### src/rtl/misc_exec_pkg.sv
// Shared opcode/state encodings for the misc execution unit and its TX FIFO.
package misc_exec_pkg;

  typedef enum logic [5:0] {
    OP_NOP   = 6'd4,
    OP_HALT  = 6'd5,
    OP_IN    = 6'd6,
    OP_OUT   = 6'd7,
    OP_INW   = 6'd8,
    OP_OUTW  = 6'd9,
    OP_RDCYC = 6'd10
  } op_e;

  typedef enum logic [2:0] {
    ST_IDLE,
    ST_RX,
    ST_TX_PUSH,
    ST_DRAIN,
    ST_HALTED
  } state_e;

  localparam logic [63:0] ALL_ONES = '1;

endpackage

### src/rtl/misc_exec_unit_tx_fifo.sv
// Byte FIFO between the misc unit and the UART TX bridge; push is accepted when
// not full or when a pop frees a slot in the same cycle.
module misc_tx_fifo #(
  parameter int W     = 8,
  parameter int DEPTH = 8,
  parameter int CNT_W = $clog2(DEPTH) + 1
) (
  input  logic             clk,
  input  logic             reset_n,
  input  logic             push,
  input  logic [W-1:0]     push_data,
  output logic             full,
  input  logic             pop,
  output logic             empty,
  output logic [CNT_W-1:0] count,
  output logic [W-1:0]     head
);

  localparam int AW = $clog2(DEPTH);

  logic [W-1:0]     mem_q [DEPTH];
  logic [AW-1:0]    wr_ptr_q, wr_ptr_d, rd_ptr_q, rd_ptr_d;
  logic [CNT_W-1:0] count_q, count_d;
  logic             do_push, do_pop;

  assign full    = (count_q == CNT_W'(DEPTH));
  assign empty   = (count_q == '0);
  assign count   = count_q;
  assign head    = mem_q[rd_ptr_q];
  assign do_pop  = pop && !empty;
  assign do_push = push && (!full || do_pop);

  always_comb begin
    wr_ptr_d = wr_ptr_q + AW'(do_push);
    rd_ptr_d = rd_ptr_q + AW'(do_pop);
    count_d  = count_q + CNT_W'(do_push) - CNT_W'(do_pop);
  end

  always_ff @(posedge clk or negedge reset_n) begin
    if (!reset_n) begin
      wr_ptr_q <= '0;
      rd_ptr_q <= '0;
      count_q  <= '0;
    end else begin
      wr_ptr_q <= wr_ptr_d;
      rd_ptr_q <= rd_ptr_d;
      count_q  <= count_d;
    end
  end

  always_ff @(posedge clk) begin
    if (do_push) mem_q[wr_ptr_q] <= push_data;
  end

endmodule

### src/rtl/misc_exec_unit.sv
// Misc execution element: NOP/HALT/IN/OUT/INW/OUTW with issue/done handshake.
// Optional MISC_CYCLE_COUNTER_EN adds a 64-bit cycle counter read by RDCYC.
//
// state      | meaning
// IDLE       | waiting for issue
// RX         | requesting/collecting RX bytes for IN/INW
// TX_PUSH    | pushing OUT/OUTW bytes, stalling while the FIFO is full
// DRAIN      | HALT issued, waiting for the TX FIFO to empty
// HALTED     | stopped until reset
module misc_exec_unit
  import misc_exec_pkg::*;
#(
  parameter int DATA_W     = 32,
  parameter int TX_DEPTH   = 8,
  parameter int RX_TIMEOUT = 0
) (
  input  logic              clk,
  input  logic              reset_n,
  input  logic              issue,
  input  logic [5:0]        inst_num,
  input  logic [DATA_W-1:0] rs,
  input  logic [DATA_W-1:0] rd,
  output logic              busy,
  output logic              done,
  output logic [DATA_W-1:0] out,
  output logic              timeout,
  output logic              halted,
  output logic [7:0]        tx_data,
  output logic              tx_valid,
  input  logic              tx_ready,
  output logic              rx_req,
  input  logic [7:0]        rx_data,
  input  logic              rx_ack
);

  localparam int WORD_BYTES = DATA_W / 8;
  localparam int IW         = (WORD_BYTES > 1) ? $clog2(WORD_BYTES) : 1;
  localparam int TMR_W      = (RX_TIMEOUT > 1) ? $clog2(RX_TIMEOUT) : 1;
  localparam int CNT_W      = $clog2(TX_DEPTH) + 1;
  localparam logic [TMR_W-1:0] TMR_LOAD = TMR_W'((RX_TIMEOUT > 0) ? RX_TIMEOUT - 1 : 0);

  state_e            state_q, state_d;
  logic              busy_q, busy_d, done_q, done_d, timeout_q, timeout_d;
  logic              halted_q, halted_d, rx_req_q, rx_req_d;
  logic [DATA_W-1:0] out_q, out_d, word_q, word_d;
  logic [IW-1:0]     idx_q, idx_d, last_q, last_d;
  logic [TMR_W-1:0]  tmr_q, tmr_d;

  logic              fifo_push, fifo_full, fifo_empty, tx_pop, push_ok;
  logic [7:0]        fifo_wdata, fifo_head;
  logic [CNT_W-1:0]  tx_count;

`ifdef MISC_CYCLE_COUNTER_EN
  logic [63:0] cyc_q;
  always_ff @(posedge clk or negedge reset_n) begin
    if (!reset_n) cyc_q <= '0;
    else          cyc_q <= cyc_q + 64'd1;
  end
`endif

  assign tx_pop  = tx_valid && tx_ready;
  assign push_ok = !fifo_full || tx_pop;

  always_comb begin
    state_d    = state_q;
    busy_d     = busy_q;
    done_d     = 1'b0;
    timeout_d  = 1'b0;
    halted_d   = halted_q;
    rx_req_d   = rx_req_q;
    out_d      = out_q;
    word_d     = word_q;
    idx_d      = idx_q;
    last_d     = last_q;
    tmr_d      = tmr_q;
    fifo_push  = 1'b0;
    fifo_wdata = word_q[8*idx_q +: 8];
    case (state_q)
      ST_IDLE: if (issue) begin
        case (inst_num)
          OP_HALT: begin
            state_d = ST_DRAIN;
            busy_d  = 1'b1;
          end
          OP_IN, OP_INW: begin
            state_d  = ST_RX;
            busy_d   = 1'b1;
            rx_req_d = 1'b1;
            out_d    = rd;
            idx_d    = '0;
            last_d   = (inst_num == OP_INW) ? IW'(WORD_BYTES - 1) : '0;
            tmr_d    = TMR_LOAD;
          end
          OP_OUT: begin
            out_d      = ALL_ONES[DATA_W-1:0];
            word_d     = rs;
            idx_d      = '0;
            last_d     = '0;
            fifo_push  = 1'b1;
            fifo_wdata = rs[7:0];
            if (push_ok) done_d = 1'b1;
            else begin
              state_d = ST_TX_PUSH;
              busy_d  = 1'b1;
            end
          end
          OP_OUTW: begin
            out_d   = ALL_ONES[DATA_W-1:0];
            word_d  = rs;
            idx_d   = '0;
            last_d  = IW'(WORD_BYTES - 1);
            state_d = ST_TX_PUSH;
            busy_d  = 1'b1;
          end
`ifdef MISC_CYCLE_COUNTER_EN
          OP_RDCYC: begin
            out_d  = cyc_q[DATA_W-1:0];
            done_d = 1'b1;
          end
`endif
          default: begin
            out_d  = ALL_ONES[DATA_W-1:0];
            done_d = 1'b1;
          end
        endcase
      end
      ST_RX: begin
        // rx_ack only counts while a request is outstanding
        if (rx_req_q && rx_ack) begin
          out_d[8*idx_q +: 8] = rx_data;
          rx_req_d = 1'b0;
          if (idx_q == last_q) begin
            done_d  = 1'b1;
            busy_d  = 1'b0;
            state_d = ST_IDLE;
          end else begin
            idx_d = idx_q + IW'(1);
          end
        end else if (!rx_req_q) begin
          rx_req_d = 1'b1;
          tmr_d    = TMR_LOAD;
        end else if (RX_TIMEOUT != 0) begin
          if (tmr_q == '0) begin
            done_d    = 1'b1;
            timeout_d = 1'b1;
            rx_req_d  = 1'b0;
            busy_d    = 1'b0;
            state_d   = ST_IDLE;
          end else begin
            tmr_d = tmr_q - TMR_W'(1);
          end
        end
      end
      ST_TX_PUSH: begin
        fifo_push = 1'b1;
        if (push_ok) begin
          if (idx_q == last_q) begin
            done_d  = 1'b1;
            busy_d  = 1'b0;
            state_d = ST_IDLE;
          end else begin
            idx_d = idx_q + IW'(1);
          end
        end
      end
      ST_DRAIN: if (tx_count == '0) begin
        state_d  = ST_HALTED;
        busy_d   = 1'b0;
        halted_d = 1'b1;
      end
      default: ;
    endcase
  end

  always_ff @(posedge clk or negedge reset_n) begin
    if (!reset_n) begin
      state_q   <= ST_IDLE;
      busy_q    <= 1'b0;
      done_q    <= 1'b0;
      timeout_q <= 1'b0;
      halted_q  <= 1'b0;
      rx_req_q  <= 1'b0;
      out_q     <= '0;
      word_q    <= '0;
      idx_q     <= '0;
      last_q    <= '0;
      tmr_q     <= '0;
    end else begin
      state_q   <= state_d;
      busy_q    <= busy_d;
      done_q    <= done_d;
      timeout_q <= timeout_d;
      halted_q  <= halted_d;
      rx_req_q  <= rx_req_d;
      out_q     <= out_d;
      word_q    <= word_d;
      idx_q     <= idx_d;
      last_q    <= last_d;
      tmr_q     <= tmr_d;
    end
  end

  misc_tx_fifo #(.W(8), .DEPTH(TX_DEPTH), .CNT_W(CNT_W)) u_tx_fifo (
    .clk       (clk),
    .reset_n   (reset_n),
    .push      (fifo_push),
    .push_data (fifo_wdata),
    .full      (fifo_full),
    .pop       (tx_pop),
    .empty     (fifo_empty),
    .count     (tx_count),
    .head      (fifo_head)
  );

  assign busy     = busy_q;
  assign done     = done_q;
  assign out      = out_q;
  assign timeout  = timeout_q;
  assign halted   = halted_q;
  assign rx_req   = rx_req_q;
  assign tx_valid = !fifo_empty;
  assign tx_data  = fifo_empty ? 8'h00 : fifo_head;

endmodule

### config.mk
export PLATFORM = sky130hd
export DESIGN_NAME = misc_exec_unit
export DESIGN_NICKNAME = d
export VERILOG_FILES = /design/src/rtl/misc_exec_pkg.sv /design/src/rtl/misc_exec_unit_tx_fifo.sv /design/src/rtl/misc_exec_unit.sv
export SDC_FILE = /design/constraint.sdc
export NUM_CORES = 1
export LEC_CHECK = 0
export CORE_MARGIN = 2
export CORE_UTILIZATION = 44
export DETAILED_ROUTE_END_ITERATION = 8
export MAX_ROUTING_LAYER = met4
export PLACE_DENSITY = 0.77
export SLEW_MARGIN = 20
export SYNTH_ARGS = -nofsm -noshare
export SYNTH_HDL_FRONTEND = slang
export SYNTH_SLANG_ARGS = --single-unit
export TNS_END_PERCENT = 1
### constraint.sdc
create_clock -name clk -period 2.52 [get_ports clk]
set_clock_uncertainty 0.15 [all_clocks]
set_input_delay 0.378 -clock clk [delete_from_list [all_inputs] [get_ports clk]]
set_output_delay 0.378 -clock clk [all_outputs]
set_load 0.01 [all_outputs]
After elaboration in Yosys (flattened, before gate mapping) --
Memory sizes are Yosys's and may differ from the RTL's. Index checks and enable logic that the tools add are counted.
Storage, ports and cells: memories kept 1, flip-flop bits (word level) 85, bits in writable memories 64
Memory list:
- u_tx_fifo.mem_q | depth 8, bits a word 8, read ports 1, clocked after memory_dff 0, wr ports 1, RTL line misc_exec_unit_tx_fifo.sv:21 | logic [W-1:0] mem_q [DEPTH];
Cells by class: add/sub/neg operators 6, muxes and demuxes 49, shift-type cells 3, eq/ne operators 20, reductions and logical operators 26
Operator list (number):
- $pmux 32 s2 | 2
- $mux 32 | 2
- $neg 5->34 | 1
- $shift 8x34->32 const A | 1
- $shiftx 8x34->32 | 1
- $bwmux 32 | 1
- $mux 8 | 4
- $shiftx 32x6->8 | 1
- $pmux 3 s4 | 2
- $eq 6x3->1 const B | 3
- $mux 1 | 18
- $mux 3 | 6
- $reduce_and 7->1 | 2
- $eq 6x4->1 const B | 2
- $mux 2 | 6
- $ne 2x2->1 const B | 6
- $pmux 2 s3 | 2
- $reduce_and 3->1 | 3
- $pmux 1 s2 | 4
- $reduce_or 4->1 | 2
- $add 3x1->3 | 2
- $eq 3x2->1 const B | 2
- $ne 3x3->1 const B | 2
- $reduce_bool 3->1 | 2
- 21 further kinds | 27

Depth between registers and ports, before layout --
Gate-level depths: netlist of the first run.
word-level depth 8, gate-level depth with buffers 12, mapped depth without buffers 11

By module --
Synthesis of the first run repeated with hierarchy kept, for this count alone.
Second synthesis, totals: cells, all modules 493, area, all modules 7106.8 um^2
By module, submodules not included:
- misc_exec_unit | cells an instance 349, times used 1, sequential area each 1851.8 um^2, area an instance 4050.1 um^2
- misc_tx_fifo | cells an instance 144, times used 1, sequential area each 2172.1 um^2, area an instance 3056.7 um^2

Worst setup path after synthesis of the first run --
No wires, ideal clock.
kind input -> register, start point input inst_num[5], end point memory u_tx_fifo.mem_q[1][0], enable pin, setup time 0.383 ns, buffers on the path 0, path slack 0.018 ns, data arrival time 1.969 ns, stages on the path 5, cells stage by stage nor2_1 > a41oi_1 > nor4b_2 > nand2_1 > nor3_1
On the way: cells in the longest elaborated chain, start to end 7
RTL lines:
- from (decl) | RTL line misc_exec_unit.sv:20 | input logic [5:0] inst_num,
- $eq 6x3->1 | RTL line misc_exec_unit.sv:80 | case (inst_num)
- $mux 1 | RTL line misc_exec_unit.sv:80
- $mux 1 | RTL line misc_exec_unit.sv:79 | ST_IDLE: if (issue) begin
- $pmux 1 s2 | RTL line misc_exec_unit.sv:78 | case (state_q)
- $logic_and 1x1->1 | RTL line misc_exec_unit_tx_fifo.sv:31 | assign do_push = push && (!full || do_pop);
- $mux 1 | RTL line misc_exec_unit_tx_fifo.sv:52 | if (do_push) mem_q[wr_ptr_q] <= push_data;
- $mux 1 (implied by the code) | RTL line misc_exec_unit_tx_fifo.sv:52
- to (decl) | RTL line misc_exec_unit_tx_fifo.sv:21
No other way between the ends.

Worst setup path after layout of the first run --
start point register u_tx_fifo.count_q[1] (netlist: u_tx_fifo.count[1]), end point register u_tx_fifo.count_q[1] (netlist: u_tx_fifo.count[1])
On the way: cells in the longest elaborated chain, start to end 8, elaborated cells on any way between the ends 10, those cells by class add/sub: 2; eq/ne: 1; reduce/logical: 7
RTL lines:
- from (decl) | RTL line misc_exec_unit_tx_fifo.sv:23 | logic [CNT_W-1:0] count_q, count_d;
- from (signal assigned) | RTL line misc_exec_unit_tx_fifo.sv:47 | count_q <= count_d;
- $logic_not 4->1 | RTL line misc_exec_unit_tx_fifo.sv:27 | assign empty = (count_q == '0);
- $logic_not 1->1 | RTL line misc_exec_unit_tx_fifo.sv:30, misc_exec_unit.sv:221
- $logic_and 1x1->1 | RTL line misc_exec_unit.sv:61 | assign tx_pop = tx_valid && tx_ready;
- $logic_and 1x1->1 | RTL line misc_exec_unit_tx_fifo.sv:30 | assign do_pop = pop && !empty;
- $logic_or 1x1->1 | RTL line misc_exec_unit_tx_fifo.sv:31
- $logic_and 1x1->1 | RTL line misc_exec_unit_tx_fifo.sv:31
- $add 4x1->4 | RTL line misc_exec_unit_tx_fifo.sv:36 | count_d = count_q + CNT_W'(do_push) - CNT_W'(do_pop);
- $sub 4x1->4 * | RTL line misc_exec_unit_tx_fifo.sv:36
- named net u_tx_fifo.count_d[1] | RTL line misc_exec_unit_tx_fifo.sv:23
Mark *: on every way through the listed nets, which the timed path passes. The rest lies on a longest branch. A chain may end at the register's enable or synchronous reset.

==> impl_results.md, run 1 <==
- Final non-filler cell total: 896
- Critical Path RT: 2.68 ns
- Post-detailed-route count of antenna-violating nets: 0
- H-tree Lvls: 4
- Post-synth EDFFs: 64
- Hold WC Path Type: in2async
- Post-synth ARST share: 0.5676
- Overall Power: 10.21 mW
- Syn_nets: 601
- Status: finished, final reports clean
- Placer Congestion: 0.8959
- Worst path max stage delay: 0.49 ns
- Net Sw Power: 3.236 mW
- Internal: 6.978 mW
- Total GRT Usage: 0.2092
- CP bufs+invs: 4
- Most used cell along the critical path: inv_1
- Area after DPL: 9032 um^2
- Clock-pin slew of the registers on the worst-case setup and hold paths: 0.06 ns
- Core Footprint: 16000 um^2
- Clock Latency Late Sink: 0.43 ns
- Reg2reg setup slack: 0.09 ns
- Avg Cell Area, Syn: 14.40 um^2
- Comb pwr share: 0.401
- Delay-heaviest family, CP: adder cells
- Switch share: 0.3168
- Grt met1 use: 0.2538
- Tcrit/Tclk final: 0.9660
- Pwr dens: 1060 nW/um^2
- TritonCTS sink count: 148
- Die ar.: 17510 um^2
- Post-synth cell types: 59
- Setup violators final: 0
- Util after Layout: 0.6020
- Std-Cell Rows: 46
- Post-synth top area share: 0.2902
- Synth Flop Type: dfrtp_1
- Vias in the first global route: 5040
- Setup_tns: 0 ns
- Inst Count DP: 860
- GR Util met3: 0.05113
- RSZ-0062 raised after global routing: true
- Synth Cell Area: 7244 um^2
- CTS tree: done
- Max_slew headroom: 0.5844
- Cells after Synth: 503
- Root Driver: clkbuf_16
- Post-route DRC: 0
- Ports: 129
- Sequential share of power: 0.362
- Peak supply drop: 0.0004463 V
- FF+latch count, synth: 148
- Synth Warn #: 0
- Seq/Total Area, Yosys: 0.5554
- Initial antenna violation count: 1
- First-pass GRT wire length: 27400 um
- Clock Path Buffers: 2
- Max Clk Rate: 410.8 MHz
- Cell taking the most area after synthesis: dfrtp_1
- Post-layout net count: 764
- Max_cap viols: 0
- Global route hottest layer: met2
- M2 GR Usage: 0.3409
- DP HPWL: 12220 um
- Ranking of synthesized cells by area: dfrtp_1 (29%), edfxtp_1 (27%), mux2_4 (11%)
- Vias per std cell: 5.328
- Clock power share: 0.237
- Die Wd: 132.3 um
- Crit start category: register
- Num CTS Buffers: 17
- Slowest stage cell on the critical path: fa_1
- Wire per inst: 19.09 um
- Initial Utilization: 0.4528
- GRT Residual Overflow: 0
- Height of the die: 132.3 um
- Layout cell share with drive strength beyond 1: 0.2931
- Final Routed Wirelength: 17100 um
- Setup crit end kind: register
- Design Area, Final: 9632 um^2
- Crit path cell chain: nor2_2, and2_1, inv_1, and2_1, ha_1, inv_1, ha_1, inv_1, fa_1, inv_1
- Count of input and output buffers: 127
- Pin count of the biggest net entering global routing: 39
- Vias: 4774
- P&R area growth vs syn: 32.95%
- Slew Limit Fails: 0
- Final Hold Fails: 0
- Worst slew pin tran: 0.6235 ns
- Arr. time, crit path: 2.60 ns
- WS Path Type: reg2reg
- Leakage: 3.881 nW
- Fin crit period: 2.434 ns
- DR iter-0 viols: 294
- Total of fill cells in the finished design: 1234
- Pre-antenna DRT Iters: 4
- Critical path peak fanout: 4
## synth_stat cells (14+ instances only)
cell type and number:
mux4_2 24, nand2_1 43, ha_1 14, inv_1 14, o21ai_0 20, mux2_4 54, nor2_1 42, mux2_2 18
edfxtp_1 64, dfrtp_1 84, o2bb2ai_1 16
## repair_timing
action | CTS | global route
hold buffers | 1 | 0
gates resized for setup | 25 | 8
hold endpoints to repair | 36 | 0
setup buffers | 1 | 0
cloned | 1 | 0
endpoints found under the setup margin | 8 | 7
## cell type report
cell class,instances,area [um^2],area share
sequential,148,4025,0.4179
antenna,1,2.502,0.0002598
tap,216,270.3,0.02806
inverter,16,62.56,0.006495
multi-input combinational,309,2970,0.3084
clock buffer,20,446.7,0.04638
clock inverter,12,120.1,0.01247
timing repair buffer,174,1734,0.1800
## power groups by stage
| stage | Sequential (mW) | Clock [mW] | Combinational, mW |
|---|---|---|---|
| 6_report | 3.70 | 2.43 | 4.09 |
| 3_5_place_dp | 3.70 | 0 | 4.09 |
| 2_1_floorplan | 3.61 | 0 | 2.63 |
| 3_3_place_gp | 3.67 | 0 | 3.94 |
| 4_1_cts | 3.68 | 2.46 | 4.14 |
| 5_1_grt | 3.76 | 2.56 | 4.43 |
## per-layer routing
metal	part of all wire	wire, um
met5	0	0
met1	0.41	7037
met4	0.024	419
met2	0.50	8577
met3	0.063	1070
## cell families (layout without fill, tap and decap cells)
group	count (synthesis)	in the layout	synth area share
flip-flops	148	148	0.5554
AND/OR/NAND/NOR	120	120	0.08532
multiplexers	105	105	0.2269
AO/OA/AOI/OAI	63	63	0.06183
buffers and inverters	46	222	0.03696
adder cells (fa/ha/maj)	15	15	0.02694
XOR/XNOR	5	5	0.006046
other	1	2	0.0005176
## layout by cell type, fill, tap and decap left out, types with 3 or more instances in the layout
master	count
nand2_1	43
buf_2	5
ha_1	14
buf_4	36
buf_12	10
mux2_2	18
mux4_2	24
inv_6	4
o21a_1	5
a21oi_1	3
clkbuf_16	17
dfrtp_1	83
nand2b_1	5
mux2_4	54
clkinv_4	3
o21ai_0	20
nor3_1	6
a31oi_1	4
xor2_1	3
clkdlybuf4s50_1	118
o2bb2ai_1	16
nor2_1	41
inv_1	13
nand3_1	3
mux2i_1	8
edfxtp_1	64
## stage by stage
stage	hold WS [ns]	worst slack, ns
2_1_floorplan	-0.06759	0.01792
3_3_place_gp	0.2302	-0.1086
3_5_place_dp	0.2336	-0.1289
4_1_cts	0.3303	-0.01674
5_1_grt	0.3420	-0.05558
6_report	0.3172	0.08566
## worst paths after layout
check / startpoint / end / depth (start not counted)
worst max-delay path: u_tx_fifo.count[1] / u_tx_fifo.count[1] / 10
worst min-delay path: reset_n / out[3] / 2
worst max register to register: u_tx_fifo.count[1] / u_tx_fifo.count[1] / 10
worst min register to register: halted / halted / 1
max in group asynchronous: reset_n / word_q[19] / 3
min in group clk: halted / halted / 1
## registers in the layout (all words and copies together), names as in the netlist
name	count
u_tx_fifo.wr_ptr_q	3
busy	1
u_tx_fifo.rd_ptr_q	3
u_tx_fifo.count	4
out	32
state_q	3
halted	1
rx_req	1
word_q	32
done	1
u_tx_fifo.mem_q	64
idx_q	2
last_q	1
(Power assumes the default switching activity.)
==> inputs of run 2 (changes only) <==
--- a/config.mk
+++ b/config.mk
@@ -6,10 +6,10 @@
 export NUM_CORES = 1
 export LEC_CHECK = 0
 export CORE_MARGIN = 2
-export CORE_UTILIZATION = 44
+export CORE_UTILIZATION = 48
 export DETAILED_ROUTE_END_ITERATION = 8
 export MAX_ROUTING_LAYER = met4
-export PLACE_DENSITY = 0.77
+export PLACE_DENSITY = 0.83
 export SLEW_MARGIN = 20
 export SYNTH_ARGS = -nofsm -noshare
 export SYNTH_HDL_FRONTEND = slang
==> run 2 against run 1 <==
Core utilization up 5.3 points. Non-clock buffer count grew 1. Sequential share of layout area is 0.18 points higher. Clock power hardly changed. First-iteration DRC count up 28%. Sequential power about the same. Global-route usage up 2.3 points. Combinational power up 1%. Critical endpoint is now tx_data[2]. Worst setup slack improved by 0.0048 ns. Maximum frequency is 0.20% higher. Die area shrank 8.1%. Critical path type is now reg2out. Final cell count down 3.6%.
==> impl_results.md, run 2 (synthesized netlist as in run 1, its figures left out) <==
- N_diodes: 0 (-1)
- Count of input and output buffers: 127 (unchanged)
- Leakage: 3.871 nW (-0.24%)
- CTS tree: done
- Pin count of the biggest net entering global routing: 66 (+69%)
- Sequential share of power: 0.359 (-0.003)
- GRT Residual Overflow: 0 (unchanged)
- Clock power share: 0.238 (about the same)
- Root Driver: clkbuf_16
- Dpl ws: -0.1611 ns (-0.03226 ns)
- Max Clk Rate: 411.6 MHz (+0.20%)
- Setup violators final: 0 (unchanged)
- Reg2reg path depth: 11 (+1)
- Internal: 6.955 mW (-0.32%)
- Design Area, Final: 9590 um^2 (-0.43%)
- Final Routed Wirelength: 16970 um (-0.81%)
- Height of the die: 126.9 um (-4.1%)
- Overall Power: 10.24 mW (+0.25%)
- P&R area growth vs syn: 32.38%
- Reg2reg setup slack: 0.11 ns (+0.02 ns)
- Switch share: 0.3208 (+0.003941)
- Critical path peak fanout: 9 (+5)
- Setup crit end kind: output pin
- Number of flip-flops in the largest register: 64 (unchanged)
- Ports: 129 (unchanged)
- DP HPWL: 12080 um (-1.1%)
- Commonest non-fill, non-tap cell in the layout: clkdlybuf4s50_1
- First-pass GRT wire length: 27800 um (+1.5%)
- DR iter-0 viols: 375 (+28%)
- Post-detailed-route count of antenna-violating nets: 0 (unchanged)
- Area after DPL: 8992 um^2 (-0.44%)
- Arr. time, crit path: 1.90 ns (-0.70 ns)
- Die Wd: 126.9 um (-4.1%)
- Slew Limit Fails: 0 (unchanged)
- Crit start category: register
- Clock-pin slew of the registers on the worst-case setup and hold paths: 0.06 ns (about the same)
- Commonest non-fill, non-tap cells in the layout: clkdlybuf4s50_1 (118), dfrtp_1 (83), edfxtp_1 (64)
- Peak supply drop: 0.0004479 V (+0.37%)
- Post-layout net count: 765 (+0.13%)
- Layout cell share with drive strength beyond 1: 0.2956 (+0.002510)
- Vias per std cell: 5.554 (+4.2%)
- Setup WS post-layout: 0.09049 ns (+0.004831 ns)
- TritonCTS sink count: 148 (unchanged)
- Comb pwr share: 0.403 (+0.002)
- Die ar.: 16090 um^2 (-8.1%)
- Critical Path RT: 1.99 ns (-0.69 ns)
- Clock Path Buffers: 2 (unchanged)
- Num CTS Buffers: 17 (unchanged)
- Worst R2R Start: u_tx_fifo.count[2]
- Post-route DRC: 0 (unchanged)
- Final Hold Fails: 0 (unchanged)
- Util after Layout: 0.6549 (+0.05293)
- Max_slew headroom: 0.6159 (+0.03156)
- Vias: 4799 (+0.52%)
- WS Path Type: reg2out
- Status: finished, final reports clean
- Clock Latency Late Sink: 0.42 ns (about the same)
- Initial antenna violation count: 0 (-1)
- Pre-antenna DRT Iters: 4 (unchanged)
- Initial Utilization: 0.4947 (+0.04193)
- Tcrit/Tclk final: 0.9641 (-0.001917)
- Worst slew pin tran: 0.5761 ns (-0.04734 ns)
- Vias in the first global route: 5254 (+4.2%)
- Pwr dens: 1068 nW/um^2 (+0.69%)
- H-tree Lvls: 4 (unchanged)
- Fin crit period: 2.430 ns (-0.004831 ns)
- Wire per inst: 19.64 um (+2.9%)
- Core Footprint: 14640 um^2 (-8.5%)
- RSZ-0062 raised after global routing: true
- Placer Congestion: 0.8958 (about the same)
- Net Sw Power: 3.285 mW (+1.5%)
- Hold slack: 0.2478 ns (-0.06939 ns)
- Std-Cell Rows: 44 (-4.3%)
- Total GRT Usage: 0.2323 (+0.02317)
- Hold WC Path Type: in2async
- RR Endpoint: u_tx_fifo.count[2]
- Register with the most flip-flops: u_tx_fifo.mem_q
- Max_cap viols: 0 (unchanged)
-- run 2: power groups by stage --
stage,Sequential (mW),Combinational (mW),Clock [mW]
5_1_grt,3.74,4.47,2.60
2_1_floorplan,3.61,2.63,0
3_3_place_gp,3.65,3.98,0
3_5_place_dp,3.69,4.13,0
6_report,3.68,4.13,2.44
4_1_cts,3.67,4.19,2.47
-- run 2: worst max-delay path, stage by stage, from the launching register on --
cell     delay (ns)
dfrtp_2        0.39
buf_12         0.15
buf_4          0.12
mux4_2         0.48
mux2i_1        0.14
nor2_1         0.06
buf_2          0.14
-- run 2: area by class of cell --
type | instances | area [um^2]
Fill cell | 1017 | 5054
Sequential cell | 148 | 4025
Inverter | 16 | 62.56
Multi-Input combinational cell | 309 | 2974
Clock buffer | 17 | 425.4
Clock inverter | 15 | 147.6
Tap cell | 184 | 230.2
Timing Repair Buffer | 175 | 1725
-- run 2: what timing repair did --
| item | CTS | global route |
|---|---|---|
| gates cloned | 1 | 0 |
| buffers inserted | 2 | 1 |
| hold endpoints to repair | 19 | 0 |
| pin swaps | 0 | 1 |
| gates resized for setup | 32 | 3 |
| hold buffers | 1 | 0 |
| endpoints found under the setup margin | 8 | 9 |
-- run 2: per-stage QoR --
step / std cells / TNS [ns]
floorplan: 503 / 0
global placement: 828 / -9.808
detailed placement: 828 / -15.37
CTS: 864 / -0.004845
global route: 864 / -0.01916
finish: 864 / 0
-- run 2: routing by layer --
metal  wire (um)  track usage
met4         206      0.07951
met2        8812       0.3884
met3         891      0.04639
met5           0            -
met1        7054       0.2846
-- run 2: worst max path at each step --
stage                          startpoint               endpoint
floorplan                     inst_num[5]  u_tx_fifo.mem_q[1][0]
global placement                    issue  u_tx_fifo.mem_q[0][6]
detailed placement                  issue  u_tx_fifo.mem_q[4][2]
CTS                 u_tx_fifo.rd_ptr_q[0]             tx_data[2]
global route        u_tx_fifo.rd_ptr_q[0]             tx_data[7]
finish              u_tx_fifo.rd_ptr_q[0]             tx_data[2]
